<file path="config.mk">
export PLATFORM = sky130hd
export DESIGN_NAME = branch_redirect_ctrl
export DESIGN_NICKNAME = d
export VERILOG_FILES = /design/src/rtl/branch_ctrl_pkg.sv /design/src/rtl/branch_inflight_fifo.sv /design/src/rtl/branch_redirect_ctrl.sv
export SDC_FILE = /design/constraint.sdc
export NUM_CORES = 1
export LEC_CHECK = 0
export ABC_AREA = 1
export ABC_CLOCK_PERIOD_IN_PS = 8700
export BUFFER_PORTS_ARGS = -buffer_cell sky130_fd_sc_hd__buf_4
export CAP_MARGIN = 20
export CORE_MARGIN = 5
export CORE_UTILIZATION = 33
export DETAILED_ROUTE_END_ITERATION = 7
export PLACE_DENSITY = 0.58
export SYNTH_ARGS = -nofsm -noshare
export SYNTH_HDL_FRONTEND = slang
export SYNTH_SLANG_ARGS = --single-unit
</file>
<file path="constraint.sdc">
create_clock -name clk -period 8.7 [get_ports clk]
set_input_delay 1.74 -clock clk [delete_from_list [all_inputs] [get_ports clk]]
set_output_delay 1.74 -clock clk [all_outputs]
set_load 0.05 [all_outputs]
</file>
<file path="src/rtl/branch_ctrl_pkg.sv">
`default_nettype none
// +------------------------------------------------------------------+
// | branch_ctrl_pkg                                                  |
// | Shared types and sizes for the branch redirect controller.       |
// | Rev 1.0                                                          |
// +------------------------------------------------------------------+
package branch_ctrl_pkg;

    localparam int XLEN   = 32;
    localparam int QDEPTH = 2;

    typedef enum logic [1:0] {
        ST_IDLE    = 2'd0,
        ST_TRACK   = 2'd1,
        ST_RECOVER = 2'd2
    } brc_state_t;

    // One in-flight branch: its prediction and the PC to use if that prediction was wrong.
    typedef struct packed {
        logic            pred;
        logic [XLEN-1:0] alt_pc;
    } brc_entry_t;

endpackage
`default_nettype wire

</file>
<file path="src/rtl/branch_inflight_fifo.sv">
`default_nettype none
// +------------------------------------------------------------------+
// | branch_inflight_fifo                                             |
// | In-order queue of unresolved branches; flush empties it at once. |
// | Rev 1.0                                                          |
// +------------------------------------------------------------------+
module branch_inflight_fifo
    import branch_ctrl_pkg::*;
(
    input  logic       clk,
    input  logic       rst,
    input  logic       i_push,
    input  brc_entry_t i_push_data,
    input  logic       i_pop,
    input  logic       i_flush,
    output logic       o_full,
    output logic       o_empty,
    output brc_entry_t o_head
);

    localparam int c_PTR_W = (QDEPTH > 1) ? $clog2(QDEPTH) : 1;

    brc_entry_t           r_mem [QDEPTH];
    logic [c_PTR_W-1:0]   r_wr_ptr;
    logic [c_PTR_W-1:0]   r_rd_ptr;
    logic [c_PTR_W:0]     r_count;

    logic                 w_do_push;
    logic                 w_do_pop;
    logic [c_PTR_W-1:0]   w_wr_next;
    logic [c_PTR_W-1:0]   w_rd_next;

    assign o_full    = (r_count == (c_PTR_W+1)'(QDEPTH));
    assign o_empty   = (r_count == '0);
    assign o_head    = r_mem[r_rd_ptr];

    // A push into a full queue is legal only when the head leaves in the same cycle.
    assign w_do_push = i_push & (~o_full | i_pop);
    assign w_do_pop  = i_pop & ~o_empty;

    assign w_wr_next = (r_wr_ptr == c_PTR_W'(QDEPTH-1)) ? '0 : r_wr_ptr + c_PTR_W'(1);
    assign w_rd_next = (r_rd_ptr == c_PTR_W'(QDEPTH-1)) ? '0 : r_rd_ptr + c_PTR_W'(1);

    always_ff @(posedge clk) begin
        if (rst || i_flush) begin
            r_wr_ptr <= '0;
            r_rd_ptr <= '0;
            r_count  <= '0;
        end else begin
            if (w_do_push) begin
                r_wr_ptr <= w_wr_next;
            end
            if (w_do_pop) begin
                r_rd_ptr <= w_rd_next;
            end
            r_count <= r_count + {{c_PTR_W{1'b0}}, w_do_push} - {{c_PTR_W{1'b0}}, w_do_pop};
        end
    end

    always_ff @(posedge clk) begin
        if (w_do_push && !i_flush) begin
            r_mem[r_wr_ptr] <= i_push_data;
        end
    end

endmodule
`default_nettype wire

</file>
<file path="src/rtl/branch_redirect_ctrl.sv">
`default_nettype none
// +------------------------------------------------------------------+
// | branch_redirect_ctrl                                             |
// | Tracks in-flight branches, issues fetch redirects and flushes.   |
// | Rev 1.0                                                          |
// +------------------------------------------------------------------+
module branch_redirect_ctrl
    import branch_ctrl_pkg::*;
(
    input  logic            clk,
    input  logic            rst,
    input  logic            d_valid,
    input  logic            d_is_branch,
    input  logic            d_pred_take,
    input  logic [XLEN-1:0] d_target,
    input  logic [XLEN-1:0] d_pc_plus4,
    input  logic            e_resolve,
    input  logic            e_taken,
    input  logic            stall,
    output logic            redirect_valid,
    output logic [XLEN-1:0] redirect_pc,
    output logic            flush_f1_f2_ppreg,
    output logic            flush_f2_d_ppreg,
    output logic            flush_d_e_ppreg,
    output logic            pred_update_valid,
    output logic            pred_update_taken,
    output logic            stall_req
);

    brc_state_t r_state;
    brc_state_t w_state_next;

    logic       w_dec_branch;
    logic       w_fifo_full;
    logic       w_fifo_empty;
    brc_entry_t w_head;
    brc_entry_t w_push_entry;
    logic       w_resolve;
    logic       w_mispredict;
    logic       w_push;
    logic       w_pred_redirect;

    assign w_dec_branch = d_valid & d_is_branch;
    assign w_resolve    = e_resolve & ~w_fifo_empty;
    assign w_mispredict = w_resolve & (w_head.pred != e_taken);

    assign stall_req    = ~rst & w_fifo_full & w_dec_branch & ~w_resolve;

    // Decode is wrong-path during recovery, and a mispredict this cycle squashes it too.
    assign w_push = w_dec_branch & ~stall & ~stall_req &
                    (r_state != ST_RECOVER) & ~w_mispredict;

    assign w_pred_redirect     = w_push & d_pred_take;
    assign w_push_entry.pred   = d_pred_take;
    assign w_push_entry.alt_pc = d_pred_take ? d_pc_plus4 : d_target;

    branch_inflight_fifo u_fifo (
        .clk         (clk),
        .rst         (rst),
        .i_push      (w_push),
        .i_push_data (w_push_entry),
        .i_pop       (w_resolve),
        .i_flush     (w_mispredict),
        .o_full      (w_fifo_full),
        .o_empty     (w_fifo_empty),
        .o_head      (w_head)
    );

    always_ff @(posedge clk) begin
        if (rst) begin
            r_state <= ST_IDLE;
        end else begin
            r_state <= w_state_next;
        end
    end

    always_comb begin
        w_state_next = r_state;
        if (w_mispredict) begin
            w_state_next = ST_RECOVER;
        end else begin
            case (r_state)
                ST_IDLE: begin
                    if (w_push) begin
                        w_state_next = ST_TRACK;
                    end
                end
                ST_TRACK: begin
                    // Not full while tracking means exactly one entry, so this pop drains it.
                    if (w_resolve && !w_push && !w_fifo_full) begin
                        w_state_next = ST_IDLE;
                    end
                end
                ST_RECOVER: w_state_next = ST_IDLE;
                default:    w_state_next = ST_IDLE;
            endcase
        end
    end

    always_ff @(posedge clk) begin
        if (rst) begin
            redirect_valid    <= 1'b0;
            redirect_pc       <= '0;
            flush_f1_f2_ppreg <= 1'b0;
            flush_f2_d_ppreg  <= 1'b0;
            flush_d_e_ppreg   <= 1'b0;
            pred_update_valid <= 1'b0;
            pred_update_taken <= 1'b0;
        end else begin
            redirect_valid    <= w_mispredict | w_pred_redirect;
            redirect_pc       <= w_mispredict    ? w_head.alt_pc :
                                 w_pred_redirect ? d_target      : '0;
            flush_f1_f2_ppreg <= w_mispredict | w_pred_redirect;
            flush_f2_d_ppreg  <= w_mispredict | w_pred_redirect;
            flush_d_e_ppreg   <= w_mispredict;
            pred_update_valid <= w_resolve;
            pred_update_taken <= w_resolve & e_taken;
        end
    end

endmodule
`default_nettype wire
</file>
==> impl_metrics.py <==
metrics = {
    "min_path": {
        "hp-class": "reg -> reg",
        "hold_start": "r_state[1]",
    },
    "logic_synthesis": {
        "yosysWarnings": 0,
        "yosysSeqAreaShare_pct": 64.0,
        "yosys.area.top_type": "edfxtp_1",
        "syn_nets": 556,
        "avgSynthCellArea_um2": 9.21,
        "yosys-top-cells-area": "edfxtp_1 (45%), nand2_1 (24%), dfxtp_1 (19%), nand2_2 (1.8%), inv_1 (1.3%)",
        "synth_cell_types": 25,
        "synth_top_area_share_pct": 44.6,
        "synth-seq-cells": 109,
        "synth_cells": 482,
        "netlist_area_um2": 4440,
    },
    "clock_tree": {
        "cts_tree": "built",
        "clk_pin_slew_worst_paths_ns": 0.06,
        "cts_buffers": 9,
        "htreeDepth": 3,
        "clock_path_buffers": 2,
        "cts_num_sinks": 109,
        "clk_latency_ns": 0.34,
        "postCtsResizedCells": 0,
        "cts_hold_buffers": 0,
        "root_buffer": "clkbuf_16",
        "cts_setup_buffers": 0,
    },
    "finish": {
        "nNetsFinal": 658,
        "synthToLayoutAreaGrowth_pct": 27.9,
        "drive_gt1_share_pct": 25.7,
        "final_common_cell": "nand2_1",
        "layout_common_cells": "nand2_1 (289), buf_4 (112), edfxtp_1 (66), dfxtp_1 (42), inv_1 (14)",
        "fillers": 1345,
        "postLayoutCoreUtil_pct": 42.9,
        "antenna_cells": 0,
    },
    "sta": {
        "layout_min_cycle_time_ns": 4.16,
        "fin_crit_sh_pct": 47.8,
        "setup_viol": 0,
        "skew_ns": 0.00653,
        "worst_pin_slew_ns": 0.856,
        "max_slew_margin_pct": 42.8,
        "hold_violations": 0,
        "fmaxAchievable_mhz": 240,
        "rsz0062_at_grt": "no",
        "slew_violations": 0,
        "tns_ns": 0,
    },
    "power_and_ir_drop": {
        "powerDensity_nw_per_um2": 231,
        "power_leakage_nw": 2.68,
        "pwr-share-seq_pct": 46.1,
        "internal-power_mw": 0.917,
        "combPwrFrac_pct": 24.0,
        "p_sw_mw": 0.398,
        "irDropWorstVdd_v": 0.0000930,
        "swShare_pct": 30.3,
        "power_mw": 1.31,
        "clkPwrFrac_pct": 29.9,
    },
    "flow_run": {
        "drv_cap": 0,
    },
    "routing": {
        "first_pass_iters": 4,
        "viasPerCell": 4.30,
        "wirelength_um": 10100,
        "drtIter0Drc": 151,
        "vias": 3282,
        "wl_per_cell_um": 13.2,
        "drc": 0,
        "ant_nets": 0,
    },
    "critical_path": {
        "crit_path_end_kind": "output port",
        "crit_path_max_fanout": 3,
        "cp-startpoint": "e_resolve",
        "critPathRequiredTime_ns": 6.96,
        "path_class": "in -> out",
        "arrival_ns": 2.42,
        "start_kind": "primary input",
    },
    "floorplan": {
        "io_pins": 111,
        "die_w_um": 126,
        "coreArea_um2": 13200,
        "start_util_pct": 33.5,
        "num_rows": 42,
        "die_y_um": 126,
        "dieArea_um2": 15900,
    },
    "run_status": {
        "status": "complete, no violations",
    },
    "global_route": {
        "grt_pass1_wl_um": 16300,
        "overflow": 0,
        "grt_pass1_vias": 3358,
        "grtUsageTotal_pct": 13.0,
        "grt_antenna_before_repair": 0,
        "grt_max_degree": 37,
    },
    "placed_design": {
        "gp_congestion": 0.730,
        "dp_hpwl_um": 6310,
        "port_buffers": 110,
    },
}
==> state kept, by name (all words and copies together), names as in the netlist, named ones only <==
register / cells
u_fifo.r_mem: 66
redirect_pc: 32
r_state: 2
u_fifo.r_count: 2
flush_d_e_ppreg: 1
flush_f2_d_ppreg: 1
pred_update_taken: 1
pred_update_valid: 1
u_fifo.r_rd_ptr: 1
u_fifo.r_wr_ptr: 1
==> final cells by class <==
cell class	count	area [um2]	share of cell area, %
timing repair buffer	113	868	15.3
tap	176	220	3.88
multi-input combinational	334	1400	24.7
clock inverter	2	37.5	0.661
clock buffer	13	240	4.23
inverter	17	66.3	1.17
sequential	109	2840	50.1
==> Yosys cell counts, drive strengths merged <==
cell	n
dfxtp	43
nand2	303
clkbuf	12
nor2	12
xnor2	1
edfxtp	66
inv	17
buf	10
ha	2
or2	2
a21oi	6
nand3	5
nor3	3
==> path summary, 6_finish.rpt <==
check / end / slack, ns / cells past startpoint
setup / recovery: stall_req / 4.54 / 5
hold / removal: r_state[0] / 0.42 / 1
setup reg to reg: u_fifo.r_mem[1][30] / 6.29 / 7
hold reg to reg: r_state[0] / 0.42 / 1
==> logic make-up (layout without fill, tap and decap cells) <==
logic type | Yosys count | count (layout) | share of synthesized area (%)
adders and majority gates | 2 | 2 | 0.564
DFF | 109 | 109 | 64.0
and+or+nand+nor | 325 | 325 | 29.8
AOI/OAI and AO/OA | 6 | 6 | 0.930
xor gates and xnor gates | 1 | 1 | 0.197
buffers and inverters | 39 | 145 | 4.51
==> metal layers <==
| metal | GRT usage, % | up-vias | wire, um |
|---|---|---|---|
| li1 | - | 1704 | - |
| met1 | 15.4 | 1474 | 4330 |
| met2 | 22.1 | 89 | 4990 |
| met3 | 3.73 | 15 | 581 |
| met4 | 5.30 | 0 | 174 |
| met5 | 0 | - | 0 |
==> critical path, stage by stage <==
cell	delay, ns
buf_4	0.11
inv_1	0.14
nand3_2	0.12
nor2_1	0.11
buf_4	0.20
==> power groups by stage <==
| stage | Clock, mW | Combinational (mW) | Sequential (mW) |
|---|---|---|---|
| after floorplan | 0 | 0.169 | 0.671 |
| after global placement | 0 | 0.310 | 0.616 |
| after detailed placement | 0 | 0.322 | 0.618 |
| after CTS | 0.410 | 0.322 | 0.606 |
| after global routing | 0.424 | 0.356 | 0.609 |
| final | 0.393 | 0.315 | 0.606 |
==> metrics by stage <==
step / worst slack [ns] / hold WS (ns) / cell area [um2] / cells
floorplan: 3.86 / 0.401 / 4440 / 482
detailed placement: 4.55 / 0.409 / 5400 / 749
global route: 4.49 / 0.457 / 5680 / 764
global placement: 4.56 / 0.412 / 5370 / 748
finish: 4.54 / 0.419 / 5680 / 764
CTS: 4.54 / 0.421 / 5680 / 764
No activity file was read; power rests on OpenSTA's default activity.
